<file path="config.mk">
export PLATFORM = sky130hd
export DESIGN_NAME = seq_mult
export DESIGN_NICKNAME = d
export VERILOG_FILES = /design/src/rtl/seq_mult_pkg.sv /design/src/rtl/seq_mult_acc.sv /design/src/rtl/seq_mult.sv
export SDC_FILE = /design/constraint.sdc
export NUM_CORES = 1
export LEC_CHECK = 0
export ABC_CLOCK_PERIOD_IN_PS = 2050
export BUFFER_PORTS_ARGS = -buffer_cell sky130_fd_sc_hd__buf_2
export CAP_MARGIN = 10
export CORE_MARGIN = 5
export CORE_UTILIZATION = 40
export CTS_BUF_LIST = sky130_fd_sc_hd__clkbuf_2 sky130_fd_sc_hd__clkbuf_4 sky130_fd_sc_hd__clkbuf_8
export DETAILED_ROUTE_END_ITERATION = 12
export HOLD_SLACK_MARGIN = 0.05
export PLACE_DENSITY = 0.57
export SLEW_MARGIN = 20
export SYNTH_ARGS = -nofsm -noshare
export SYNTH_HDL_FRONTEND = slang
export SYNTH_SLANG_ARGS = --single-unit
</file>
<file path="constraint.sdc">
create_clock -name clk -period 2.05 [get_ports clk]
set_clock_uncertainty 0.05 [all_clocks]
set_input_delay 0.205 -clock clk [delete_from_list [all_inputs] [get_ports clk]]
set_output_delay 0.205 -clock clk [all_outputs]
set_load 0.03 [all_outputs]
</file>
<file path="src/rtl/seq_mult_pkg.sv">
// Shared state encoding and width helpers for the seq_mult shift-add multiplier.
package seq_mult_pkg;

    typedef enum logic [1:0] {
        IDLE = 2'd0,
        RUN  = 2'd1,
        DONE = 2'd2
    } state_e;

    // Iteration counter width: must hold 0..width-1.
    function automatic int unsigned cnt_w(input int unsigned width);
        return (width < 2) ? 1 : $clog2(width);
    endfunction

    function automatic int unsigned prod_w(input int unsigned width);
        return 2 * width;
    endfunction

endpackage

</file>
<file path="src/rtl/seq_mult_acc.sv">
// Product/accumulator register: load {0, b}, or one add-shift step against multiplicand m_i.
module seq_mult_acc
    import seq_mult_pkg::*;
#(
    parameter int unsigned WIDTH = 4
) (
    input  logic                      clk,
    input  logic                      clr_i,
    input  logic                      load_i,
    input  logic                      step_i,
    input  logic [WIDTH-1:0]          b_i,
    input  logic [WIDTH-1:0]          m_i,
    output logic [prod_w(WIDTH)-1:0]  acc_nxt_c
);

    localparam int unsigned PW = prod_w(WIDTH);

    logic [PW-1:0] acc_q;
    logic [PW-1:0] acc_d;
    logic [WIDTH:0] sum_c;

    // The W+1-bit sum keeps the carry; it drops back into the MSB on the shift.
    always_comb begin
        sum_c = {1'b0, acc_q[PW-1:WIDTH]};
        if (acc_q[0]) begin
            sum_c = sum_c + {1'b0, m_i};
        end
        acc_nxt_c = {sum_c, acc_q[WIDTH-1:1]};
    end

    always_comb begin
        acc_d = acc_q;
        if (load_i) begin
            acc_d = {{WIDTH{1'b0}}, b_i};
        end else if (step_i) begin
            acc_d = acc_nxt_c;
        end
    end

    always_ff @(posedge clk) begin
        if (clr_i) begin
            acc_q <= '0;
        end else begin
            acc_q <= acc_d;
        end
    end

endmodule

</file>
<file path="src/rtl/seq_mult.sv">
// Sequential WIDTH x WIDTH shift-add multiplier with start/busy/done handshake.
// Define SEQ_MULT_SIGNED_EN to add the sgn input for two's complement operands.
module seq_mult
    import seq_mult_pkg::*;
#(
    parameter int unsigned WIDTH = 4
) (
    input  logic                      clk,
    input  logic                      clr,
    input  logic                      start,
`ifdef SEQ_MULT_SIGNED_EN
    input  logic                      sgn,
`endif
    input  logic [WIDTH-1:0]          a,
    input  logic [WIDTH-1:0]          b,
    output logic                      busy,
    output logic                      done,
    output logic [prod_w(WIDTH)-1:0]  product
);

    localparam int unsigned PW = prod_w(WIDTH);
    localparam int unsigned CW = cnt_w(WIDTH);
    localparam logic [CW-1:0] LAST = CW'(WIDTH - 1);

    state_e         state_q;
    logic           busy_q;
    logic           done_q;
    logic [PW-1:0]  product_q;
    logic [CW-1:0]  cnt_q;
    logic [WIDTH-1:0] m_q;

    logic             load_c;
    logic             step_c;
    logic [WIDTH-1:0] a_mag_c;
    logic [WIDTH-1:0] b_mag_c;
    logic [PW-1:0]    acc_nxt_c;
    logic [PW-1:0]    result_c;

    assign load_c = start && (state_q != RUN);
    assign step_c = (state_q == RUN);

`ifdef SEQ_MULT_SIGNED_EN
    logic neg_q;
    logic neg_c;

    // Magnitudes: the most negative value wraps to 2^(W-1), which is correct unsigned.
    assign a_mag_c  = (sgn && a[WIDTH-1]) ? WIDTH'(-a) : a;
    assign b_mag_c  = (sgn && b[WIDTH-1]) ? WIDTH'(-b) : b;
    assign neg_c    = sgn && (a[WIDTH-1] ^ b[WIDTH-1]);
    assign result_c = neg_q ? PW'(-acc_nxt_c) : acc_nxt_c;

    always_ff @(posedge clk) begin
        if (clr) begin
            neg_q <= 1'b0;
        end else if (load_c) begin
            neg_q <= neg_c;
        end
    end
`else
    assign a_mag_c  = a;
    assign b_mag_c  = b;
    assign result_c = acc_nxt_c;
`endif

    seq_mult_acc #(
        .WIDTH (WIDTH)
    ) u_acc (
        .clk       (clk),
        .clr_i     (clr),
        .load_i    (load_c),
        .step_i    (step_c),
        .b_i       (b_mag_c),
        .m_i       (m_q),
        .acc_nxt_c (acc_nxt_c)
    );

    // Controller: DONE accepts a new start exactly like IDLE for back-to-back runs.
    always_ff @(posedge clk) begin
        if (clr) begin
            state_q   <= IDLE;
            busy_q    <= 1'b0;
            done_q    <= 1'b0;
            product_q <= '0;
            cnt_q     <= '0;
            m_q       <= '0;
        end else begin
            done_q <= 1'b0;
            case (state_q)
                IDLE, DONE: begin
                    busy_q <= 1'b0;
                    if (start) begin
                        state_q <= RUN;
                        busy_q  <= 1'b1;
                        cnt_q   <= '0;
                        m_q     <= a_mag_c;
                    end else begin
                        state_q <= IDLE;
                    end
                end
                RUN: begin
                    cnt_q <= cnt_q + CW'(1);
                    if (cnt_q == LAST) begin
                        state_q   <= DONE;
                        busy_q    <= 1'b0;
                        done_q    <= 1'b1;
                        product_q <= result_c;
                    end
                end
                default: begin
                    state_q <= IDLE;
                    busy_q  <= 1'b0;
                end
            endcase
        end
    end

    assign busy    = busy_q;
    assign done    = done_q;
    assign product = product_q;

endmodule
</file>
# Word level (Yosys, flattened, before mapping)
# Index checks and enable logic that the tools add are counted.
dict set report op_classes {
  muxes 12
  bitwise 1
  reduce_logical 10
  add_sub_neg 2
  eq_ne 6
}
# operator n
set op_table {}
lappend op_table {{$mux 4} 2}
lappend op_table {{$pmux 2 s2} 2}
lappend op_table {{$reduce_and 2->1} 3}
lappend op_table {{$reduce_or 2->1} 3}
lappend op_table {{$add 4x4->5} 1}
lappend op_table {{$mux 5} 1}
lappend op_table {{$eq 2x2->1 const B} 2}
lappend op_table {{$mux 1} 4}
lappend op_table {{$mux 2} 2}
lappend op_table {{$ne 2x1->1 const B} 2}
lappend op_table {{$reduce_bool 2->1} 2}
lappend op_table {{$add 2x1->2 const B} 1}
lappend op_table {{$eq 2x1->1 const B} 1}
lappend op_table {{$logic_not 2->1} 1}
lappend op_table {{$ne 2x2->1 const B} 1}
lappend op_table {{$pmux 1 s2} 1}
lappend op_table {{$logic_and 1x1->1} 1}
lappend op_table {{$not 1->1} 1}
dict set report word_totals {
  output_inout_bits 10
  regBits 26
  input_bits 11
}

# Logic depth before layout (Yosys ltp)
# Gate-level depths: netlist of run 1.
dict set report depth {
  ltp_word 4
  ltp_mapped 5
}

# Modules after synthesis
# Synthesis of run 1 repeated with hierarchy kept, for this count alone.
dict set report hier_totals {
  cells_unflattened 138
  hier_area_um2 1236.2
}
# mod area_each_um2 cells_each instances seq_area_each_um2
set modules_own_cells {}
lappend modules_own_cells {seq_mult 650.6 73 1 360.3}
lappend modules_own_cells {seq_mult_acc 585.6 65 1 160.2}

# Worst setup path before layout of run 1
# Ideal clock, no wire load.
dict set report synth_timing {
  path_kind {register to register}
  startpoint {register m_q[0]}
  endpoint {register product_q[4], in the netlist product[4]}
  path_slack_ps 507
  setup_time_ps 131
  path_stages_with_launch 6
  synth_period_minus_slack_ps 1543
  t_arrival_ps 1362
  t_required_ps 1869
  path_cell_list {dfxtp_1 -> ha_1 -> fa_1 -> mux2_1 -> nor2_1 -> nor3_1}
}
dict set report synth_via {
  elab_chain_len 2
}
# element line
set synth_lines {}
lappend synth_lines {{start: declaration} seq_mult.sv:30} ;# logic [WIDTH-1:0] m_q;
lappend synth_lines {{start signal: assignment} seq_mult.sv:95} ;# m_q <= a_mag_c;
lappend synth_lines {{$add 4x4->5} seq_mult_acc.sv:26} ;# sum_c = sum_c + {1'b0, m_i};
lappend synth_lines {{$mux 5} seq_mult_acc.sv:25} ;# if (acc_q[0]) begin
lappend synth_lines {{end signal: assignment} seq_mult.sv:106} ;# product_q <= result_c;
lappend synth_lines {{end: declaration} seq_mult.sv:28} ;# logic [PW-1:0] product_q;
# No other way between the ends.
# A chain may end at the register's enable or synchronous reset.

# Final worst setup path of run 1
# Ends and elaborated chain as after synthesis.

==> impl_metrics.py, run 1 <==
metrics = {
    "status": {
        "status": "finished clean",
    },
    "worst_setup_path": {
        "r2r_slack_ns": 0.40,
        "startpoint_type": "register",
        "end_kind": "register",
        "path_max_fanout": 2,
        "cp.required_ns": 2.19,
        "cp.arrival_ns": 1.79,
        "critPathKind": "register to register",
    },
    "power": {
        "irDropWorstVdd_uv": 298.0,
        "total_power_uw": 861.7,
        "power_leakage_uw": 0.0005743,
        "cellPowerDensity_nw_per_um2": 663.5,
    },
    "layout": {
        "final_common_cell": "dfxtp_1",
        "syn2layout_area_growth_pct": 10.31,
        "fin_util_pct": 46.69,
        "final_cell_mix": "26 x dfxtp_1, 20 x buf_2, 14 x nor2_1",
        "drive_gt1_share_pct": 20.29,
        "stdcell_count": 169,
        "antenna_cells": 0,
        "final_nets": 157,
        "final_cell_area_um2": 1299,
    },
    "drt": {
        "wl_um": 2348,
        "drtIter0Drc": 39,
        "drtPass1Iterations": 4,
        "postRouteAntennaNets": 0,
        "route.detailed.drc": 0,
        "via_per_inst": 5.396,
        "wl_per_cell_um": 13.89,
        "vias": 912,
    },
    "floorplan": {
        "core_um2": 2781,
        "start_util_pct": 42.33,
        "fp.dieArea_um2": 4129,
        "die_x_um": 64.26,
        "fp.dieH_um": 64.26,
        "num_rows": 19,
        "num_io_pins": 21,
    },
    "grt": {
        "grt.total_usage_pct": 11.79,
        "grt_max_degree": 29,
        "grt_pass1_vias": 858,
        "overflow": 0,
        "antenna_found_initial": 0,
        "grt_pass1_wl_um": 3960,
    },
    "clock_tree": {
        "cts_root_buf": "clkbuf_4",
        "cts_tree": "yes",
        "ctsLongestPathBuffers": 2,
        "cts.sinks": 26,
        "cts_htree_levels": 1,
        "numCtsBuffers": 3,
        "hold_buffers": 0,
        "post_cts_buffers": 0,
        "path_clk_slew_ns": 0.13,
        "insertion_delay_ns": 0.31,
        "cts_repair_resize_count": 0,
    },
    "timing": {
        "fin_setup_tns_ns": 0,
        "timing.fmax_mhz": 604.6,
        "rsz0062_at_grt": "no",
        "setup_viol": 0,
        "tightestPinTransition_ns": 0.5006,
        "min_period_ns": 1.654,
        "max-slew-margin-rel_pct": 66.62,
        "drv_slew": 0,
        "period_share_pct": 80.68,
        "final_hold_viol_count": 0,
    },
    "place": {
        "dpl_cell_area_um2": 1276,
        "dp.cells": 166,
        "dp_hpwl_um": 1674,
        "io_buffers": 20,
        "gp_congestion": 0.7483,
    },
    "synthesis": {
        "yosys.area_share.xor_xnor_pct": 1.488,
        "postSynthAreaPerCell_um2": 9.651,
        "ys_types": 37,
        "synth_mux_area_share_pct": 7.758,
        "async_flop_share_pct": 0,
        "synth_cells": 122,
        "synth_seq_area_share_pct": 44.21,
        "yosys_warnings": 0,
        "synth_nets": 139,
        "synthAdderAreaFrac_pct": 7.014,
        "ys_ff_latch": 26,
        "synth_top_family_by_area": "simple AND/OR/NAND/NOR gates",
        "ys.flop_type": "dfxtp_1",
        "synth_compound_area_share_pct": 16.90,
        "synth_edf_count": 0,
        "synth-simple-area-share_pct": 18.92,
        "synthesis.area_um2": 1177,
    },
    "flow_run": {
        "maxCapViolCount": 0,
    },
    "worst_hold_path": {
        "hold_class": "input pin to register",
    },
}
==> per-stage QoR <==
step,hold WS (ns),worst slack [ns]
global route,0.07303,0.3310
global placement,0.3868,0.4608
finish,0.06717,0.3960
CTS,0.06194,0.4012
floorplan,0.2989,0.5067
detailed placement,0.3944,0.4254
==> layout make-up <==
type,count,area [um2]
clock buffers,3,22.52
fillers,287,1483
inverters,1,3.754
multi-input cells,88,613.1
flip-flops and latches,26,520.5
well taps,31,38.79
repair buffers,20,100.1
==> cells by family after synthesis <==
family          after synthesis
compound gates               30
xor+xnor                      2
fa+ha+maj                     6
buf+inv                       8
flops                        26
mux                           9
simple gates                 41
==> critical path: stages (launching register included) <==
cell	delay, ns
dfxtp_1	0.35
ha_1	0.23
fa_1	0.42
mux2_1	0.33
nor2_1	0.11
nor3_1	0.05
==> power breakdown <==
| group | switching (uW) | total, uW | leakage, uW | internal [uW] |
|---|---|---|---|---|
| Combinational | 60.5 | 107 | 0.000348 | 46.2 |
| Clock | 141 | 210 | 0.0000138 | 68.5 |
| Sequential | 19.3 | 545 | 0.000212 | 526 |
==> state kept, by name (all words and copies together) (netlist names) <==
register     cells
m_q              4
busy             1
done             1
state_q          2
product          8
u_acc.acc_q      8
cnt_q            2
==> path summary, 6_finish.rpt <==
kind / start / to / depth (start not counted)
max: m_q[0] / product[4] / 5
min: a[3] / m_q[3] / 3
max reg2reg: m_q[0] / product[4] / 5
min reg2reg: product[0] / product[0] / 2
==> synthesized netlist by cell type, types with 2 or more instances <==
library cell / number / area share [%]
a211oi_1: 5 / 3.2
a21o_1: 2 / 1.3
a21oi_1: 13 / 5.5
a31oi_1: 2 / 1.1
buf_2: 2 / 0.85
clkbuf_1: 3 / 0.96
dfxtp_1: 26 / 44
ha_1: 5 / 5.3
mux2i_1: 8 / 6.8
nand2_1: 9 / 2.9
nand2b_1: 2 / 1.1
nand3_1: 2 / 0.85
nand3b_1: 4 / 2.6
nor2_1: 14 / 4.5
o211ai_1: 2 / 1.3
o41ai_1: 2 / 1.5
==> routing by layer <==
metal	GRT usage [%]	vias to the layer above	wire length (um)	share of wire, %
met5	0	-	0	0
met4	3.053	0	13	0.55
met3	2.627	2	126	5.4
met2	19.78	21	1036	44
met1	15.18	414	1172	50
li1	-	475	-	-
No activity file was read; power rests on OpenSTA's default activity.
==> inputs of run 2 (changes only) <==
- ABC_CLOCK_PERIOD_IN_PS: 2050 -> 1600
- clock period: 2.05 -> 1.6 ns (I/O delays scaled with it)
==> run 2 against run 1 <==
- core utilization grew 4.6 points
- largest cell class unchanged
- register-to-register slack lost 0.34 ns
- non-clock buffer count up 7
- routed wire length up 8.9%
==> impl_metrics.py, run 2 (synthesized netlist as in run 1, its figures left out) <==
metrics = {
    "status": {
        "status": "finished clean",
    },
    "power": {
        "internal-power_uw": 1002,
        "seqPwrFrac_pct": 53.3,
        "p_sw_share_pct": 23.95,
        "power_leakage_uw": 0.0006146,
        "total_power_uw": 1317,
        "power_switching_uw": 315.5,
        "irDropWorstVdd_uv": 455.8,
        "cellPowerDensity_nw_per_um2": 923.5,
        "pwr-share-clk_pct": 34.8,
        "pwr-share-comb_pct": 11.9,
    },
    "flow_run": {
        "maxCapViolCount": 0,
    },
    "timing": {
        "period_share_pct": 96.26,
        "drv_slew": 0,
        "rsz0062_at_grt": "no",
        "tightestPinTransition_ns": 0.3754,
        "timing.fmax_mhz": 649.3,
        "worst_slack_ns": 0.05981,
        "setup_viol": 0,
        "max-slew-margin-rel_pct": 74.98,
        "final_hold_viol_count": 0,
        "min_period_ns": 1.540,
    },
    "place": {
        "dp.cells": 168,
        "dpl_cell_area_um2": 1291,
        "dp_hpwl_um": 1772,
        "place_ws_ns": -0.02281,
        "io_buffers": 20,
        "gp_congestion": 0.7062,
    },
    "worst_hold_path": {
        "min_from": "b[2]",
        "hold_class": "input pin to register",
        "hold_path_end": "u_acc.acc_q[2]",
        "min_path_cells": 3,
    },
    "floorplan": {
        "core_um2": 2781,
        "die_x_um": 64.26,
        "fp.dieArea_um2": 4129,
        "num_io_pins": 21,
        "num_rows": 19,
        "fp.dieH_um": 64.26,
        "start_util_pct": 42.33,
    },
    "clock_tree": {
        "post_cts_buffers": 0,
        "insertion_delay_ns": 0.33,
        "cts.sinks": 26,
        "numCtsBuffers": 3,
        "cts_tree": "yes",
        "cts_root_buf": "clkbuf_4",
        "ctsLongestPathBuffers": 2,
        "path_clk_slew_ns": 0.15,
        "cts_htree_levels": 1,
    },
    "worst_setup_path": {
        "cp.arrival_ns": 1.72,
        "critPathKind": "register to register",
        "startpoint_type": "register",
        "end_kind": "register",
        "r2r_end": "product[4]",
        "r2r_cells": 5,
        "cp.required_ns": 1.78,
        "path_max_fanout": 2,
        "r2r_slack_ns": 0.06,
        "rr_startpoint": "u_acc.acc_q[4]",
    },
    "grt": {
        "grt.total_usage_pct": 13.02,
        "grt_max_degree": 21,
        "overflow": 0,
        "antenna_found_initial": 0,
        "grt_pass1_wl_um": 4353,
        "grt_pass1_vias": 952,
    },
    "drt": {
        "drtIter0Drc": 37,
        "route.detailed.drc": 0,
        "wl_per_cell_um": 14.44,
        "drtPass1Iterations": 2,
        "postRouteAntennaNets": 0,
        "via_per_inst": 5.463,
        "wl_um": 2556,
        "vias": 967,
    },
    "layout": {
        "drive_gt1_share_pct": 26.03,
        "final_nets": 164,
        "final_cell_area_um2": 1426,
        "final_cell_mix": "25 x dfxtp_1, 20 x buf_2, 14 x nor2_1",
        "stdcell_count": 177,
        "antenna_cells": 0,
        "syn2layout_area_growth_pct": 21.15,
        "fin_util_pct": 51.28,
        "final_common_cell": "dfxtp_1",
    },
}
==> run 2: per-stage QoR <==
step                      hold slack (ns)  setup TNS (ns)
final                              0.1131               0
after global routing               0.1177               0
after CTS                          0.1197               0
after detailed placement           0.3510        -0.02281
after global placement             0.3434               0
after floorplan                    0.2539               0
==> run 2: worst max path at each step <==
stage              startpoint         end  slack (ns)  cells past startpoint
6_report       u_acc.acc_q[4]  product[4]        0.06                      5
5_1_grt        u_acc.acc_q[4]  product[4]       0.004                      5
4_1_cts                m_q[0]  product[4]        0.03                      5
2_1_floorplan          m_q[0]  product[4]        0.06                      5
3_5_place_dp           m_q[0]  product[4]       -0.02                      5
3_3_place_gp           m_q[0]  product[4]        0.03                      5
==> run 2: per-layer routing <==
| layer | track usage (%) | routed length, um | part of all wire, % | vias to the layer above |
|---|---|---|---|---|
| met3 | 2.102 | 84 | 3.3 | 5 |
| li1 | - | - | - | 479 |
| met1 | 15.97 | 1203 | 47 | 465 |
| met4 | 5.344 | 40 | 1.6 | 0 |
| met5 | 0 | 0 | 0 | - |
| met2 | 22.39 | 1228 | 48 | 18 |
==> run 2: worst max-delay path, stage by stage, from the launching register on <==
cell and delay [ns]:
dfxtp_1 0.39, ha_4 0.15, fa_2 0.42, mux2_4 0.27, nor2_1 0.10, nor3_1 0.05
==> run 2: cell type report <==
class	count	area [um2]
Fill cell	274	1355
Multi-Input combinational cell	88	644.4
Sequential cell	26	521.8
Timing Repair Buffer	27	165.2
Tap cell	31	38.79
Clock inverter	1	30.03
Clock buffer	3	22.52
Inverter	1	3.754
==> run 2: power groups by stage <==
stage / clock network (uW) / registers [uW] / logic, uW
detailed placement: 0 / 713 / 140
global placement: 0 / 712 / 137
global route: 494 / 706 / 174
floorplan: 0 / 711 / 106
finish: 459 / 702 / 157
CTS: 467 / 700 / 152
==> run 2: what timing repair did <==
action                                  CTS  global route
hold buffers                              5             0
gates resized for setup                   3             5
endpoints found under the setup margin    3             4
pin swaps                                 1             0
endpoints found under the hold margin     4             0
==> inputs of run 3 (changes only) <==
- BUFFER_PORTS_ARGS: -buffer_cell sky130_fd_sc_hd__buf_2 -> -buffer_cell sky130_fd_sc_hd__clkbuf_2
==> run 3 against run 2 <==
- flip-flop and latch count stayed put
- worst setup slack lost 0.052 ns
- sequential share of layout area is 1.4 points higher
- die area is the same
- clock power is 28% lower
- design area fell by 3.5%
- maximum frequency down 3.3%
- largest cell class unchanged
- non-clock buffer count is 1 lower
- routed wire length is 3.9% lower
- worst hold slack worse by 0.024 ns
- combinational power is 6% lower
- global-route usage grew 0.062 points
==> impl_metrics.py, run 3 (synthesized netlist as in run 1, its figures left out) <==
metrics = {
    "timing": {
        "max-slew-margin-rel_pct": 75.44,
        "worst_hold_slack_ns": 0.08904,
        "rsz0062_at_grt": "yes",
        "period_share_pct": 99.50,
        "final_hold_viol_count": 0,
        "fin_setup_tns_ns": 0,
        "drv_slew": 0,
        "timing.fmax_mhz": 628.2,
        "tightestPinTransition_ns": 0.3684,
        "setup_viol": 0,
        "min_period_ns": 1.592,
    },
    "worst_setup_path": {
        "crit_start": "m_q[0]",
        "cp_slowest_cell": "fa_1",
        "cp.arrival_ns": 1.76,
        "worst-path-buf-inv": 0,
        "r2r_slack_ns": 0.008,
        "r2r_end": "product[4]",
        "path_delay_family": "adder cells",
        "cpPeakStageDelay_ns": 0.43,
        "rr_startpoint": "m_q[0]",
        "startpoint_type": "register",
        "cp.required_ns": 1.77,
        "r2r_cells": 5,
        "end_kind": "register",
        "path_max_fanout": 2,
        "path_cells": "ha_2, fa_1, mux2_1, nor2_1, nor3_1",
        "critPathKind": "register to register",
    },
    "layout": {
        "multi_input_area_um2": 619.3,
        "antenna_cells": 0,
        "stdcell_count": 176,
        "fillerInstances": 277,
        "regArea_um2": 523.0,
        "drive_gt1_share_pct": 24.14,
        "final_nets": 163,
        "final_cell_mix": "24 x dfxtp_1, 20 x clkbuf_2, 14 x nor2_1",
        "syn2layout_area_growth_pct": 16.90,
        "fin_util_pct": 49.48,
        "final_common_cell": "dfxtp_1",
    },
    "clock_tree": {
        "numCtsBuffers": 3,
        "cts_htree_levels": 1,
        "post_cts_buffers": 0,
        "cts_root_buf": "clkbuf_4",
        "insertion_delay_ns": 0.32,
        "cts.sinks": 26,
        "cts_tree": "yes",
        "path_clk_slew_ns": 0.14,
        "ctsLongestPathBuffers": 2,
    },
    "drt": {
        "wl_per_cell_um": 13.95,
        "via_per_inst": 5.318,
        "postRouteAntennaNets": 0,
        "vias": 936,
        "route.detailed.drc": 0,
        "drtIter0Drc": 53,
        "drtPass1Iterations": 4,
        "wl_um": 2456,
    },
    "flow_run": {
        "maxCapViolCount": 0,
    },
    "grt": {
        "met1_usage_pct": 17.32,
        "met2_usage_pct": 21.27,
        "grt_max_degree": 28,
        "grt_most_used_layer": "met2",
        "met3_usage_pct": 2.802,
        "grt_pass1_wl_um": 4333,
        "antenna_found_initial": 0,
        "overflow": 0,
        "grt.total_usage_pct": 13.09,
        "grt_pass1_vias": 878,
    },
    "power": {
        "power_leakage_uw": 0.0006002,
        "pwr-share-comb_pct": 12.5,
        "internal-power_uw": 881.8,
        "cellPowerDensity_nw_per_um2": 854.8,
        "pwr-share-clk_pct": 28.0,
        "total_power_uw": 1176,
        "seqPwrFrac_pct": 59.5,
        "irDropWorstVdd_uv": 444.3,
        "p_sw_share_pct": 25.05,
        "power_switching_uw": 294.7,
    },
    "place": {
        "gp_congestion": 0.7369,
        "dp_hpwl_um": 1770,
        "dp.cells": 168,
        "io_buffers": 20,
    },
    "floorplan": {
        "fp.dieH_um": 64.26,
        "core_um2": 2781,
        "fp.dieArea_um2": 4129,
        "start_util_pct": 42.33,
        "num_io_pins": 21,
        "die_x_um": 64.26,
        "num_rows": 19,
    },
    "status": {
        "status": "finished clean",
    },
    "worst_hold_path": {
        "hold_class": "input pin to register",
        "min_path_cells": 3,
        "hold_path_end": "u_acc.acc_q[7]",
        "min_from": "clr",
    },
}
[run 3: cell count changes in the layout (fill, tap and decap cells not counted), sizes merged]
| cell | change |
|---|---|
| buf | -20 |
| dlygate4sd3 | -1 |
| clkbuf | +21 |
| bufinv | -1 |
[run 3: area by class of cell]
class / count / area share (%)
Sequential cell: 26 / 38.00
Inverter: 1 / 0.2727
Timing Repair Buffer: 26 / 11.27
Multi-Input combinational cell: 88 / 45.00
Clock buffer: 4 / 2.636
Tap cell: 31 / 2.818
[run 3: worst max path at each step]
stage,to,slack [ns],cells past startpoint
6_report,product[4],0.008,5
5_1_grt,product[5],-0.04,5
4_1_cts,product[4],0.002,5
3_5_place_dp,product[4],-0.01,5
3_3_place_gp,product[4],0.02,5
2_1_floorplan,product[4],0.06,5
[run 3: what timing repair did]
item	in CTS	in global routing
endpoints found under the setup margin	2	5
hold buffers	4	0
resized for setup	3	1
hold endpoints to repair	4	0
[run 3: tightest hold or removal path, delay by kind of cell]
kind,cells,cell delay (ns)
buffers and inverters,1,0.09
AO/OA/AOI/OAI,1,0.06
AND/OR/NAND/NOR,1,0.11
[run 3: stage by stage]
stage	instance area [um2]	setup slack, ns
after floorplan	1177	0.05672
after global placement	1291	0.02382
after detailed placement	1291	-0.01005
after CTS	1373	0.002430
after global routing	1376	-0.03984
final	1376	0.008054
[run 3: power by group through the flow]
stage / registers [uW] / logic [uW] / clock network (uW)
finish: 700 / 147 / 329
global route: 705 / 166 / 387
CTS: 700 / 148 / 350
detailed placement: 713 / 140 / 0
global placement: 712 / 137 / 0
floorplan: 711 / 106 / 0
[run 3: routing by layer]
metal / vias to the layer above / wire length, um
met5: - / 0
met4: 0 / 14
met3: 2 / 110
met2: 15 / 1158
met1: 432 / 1173
li1: 487 / -
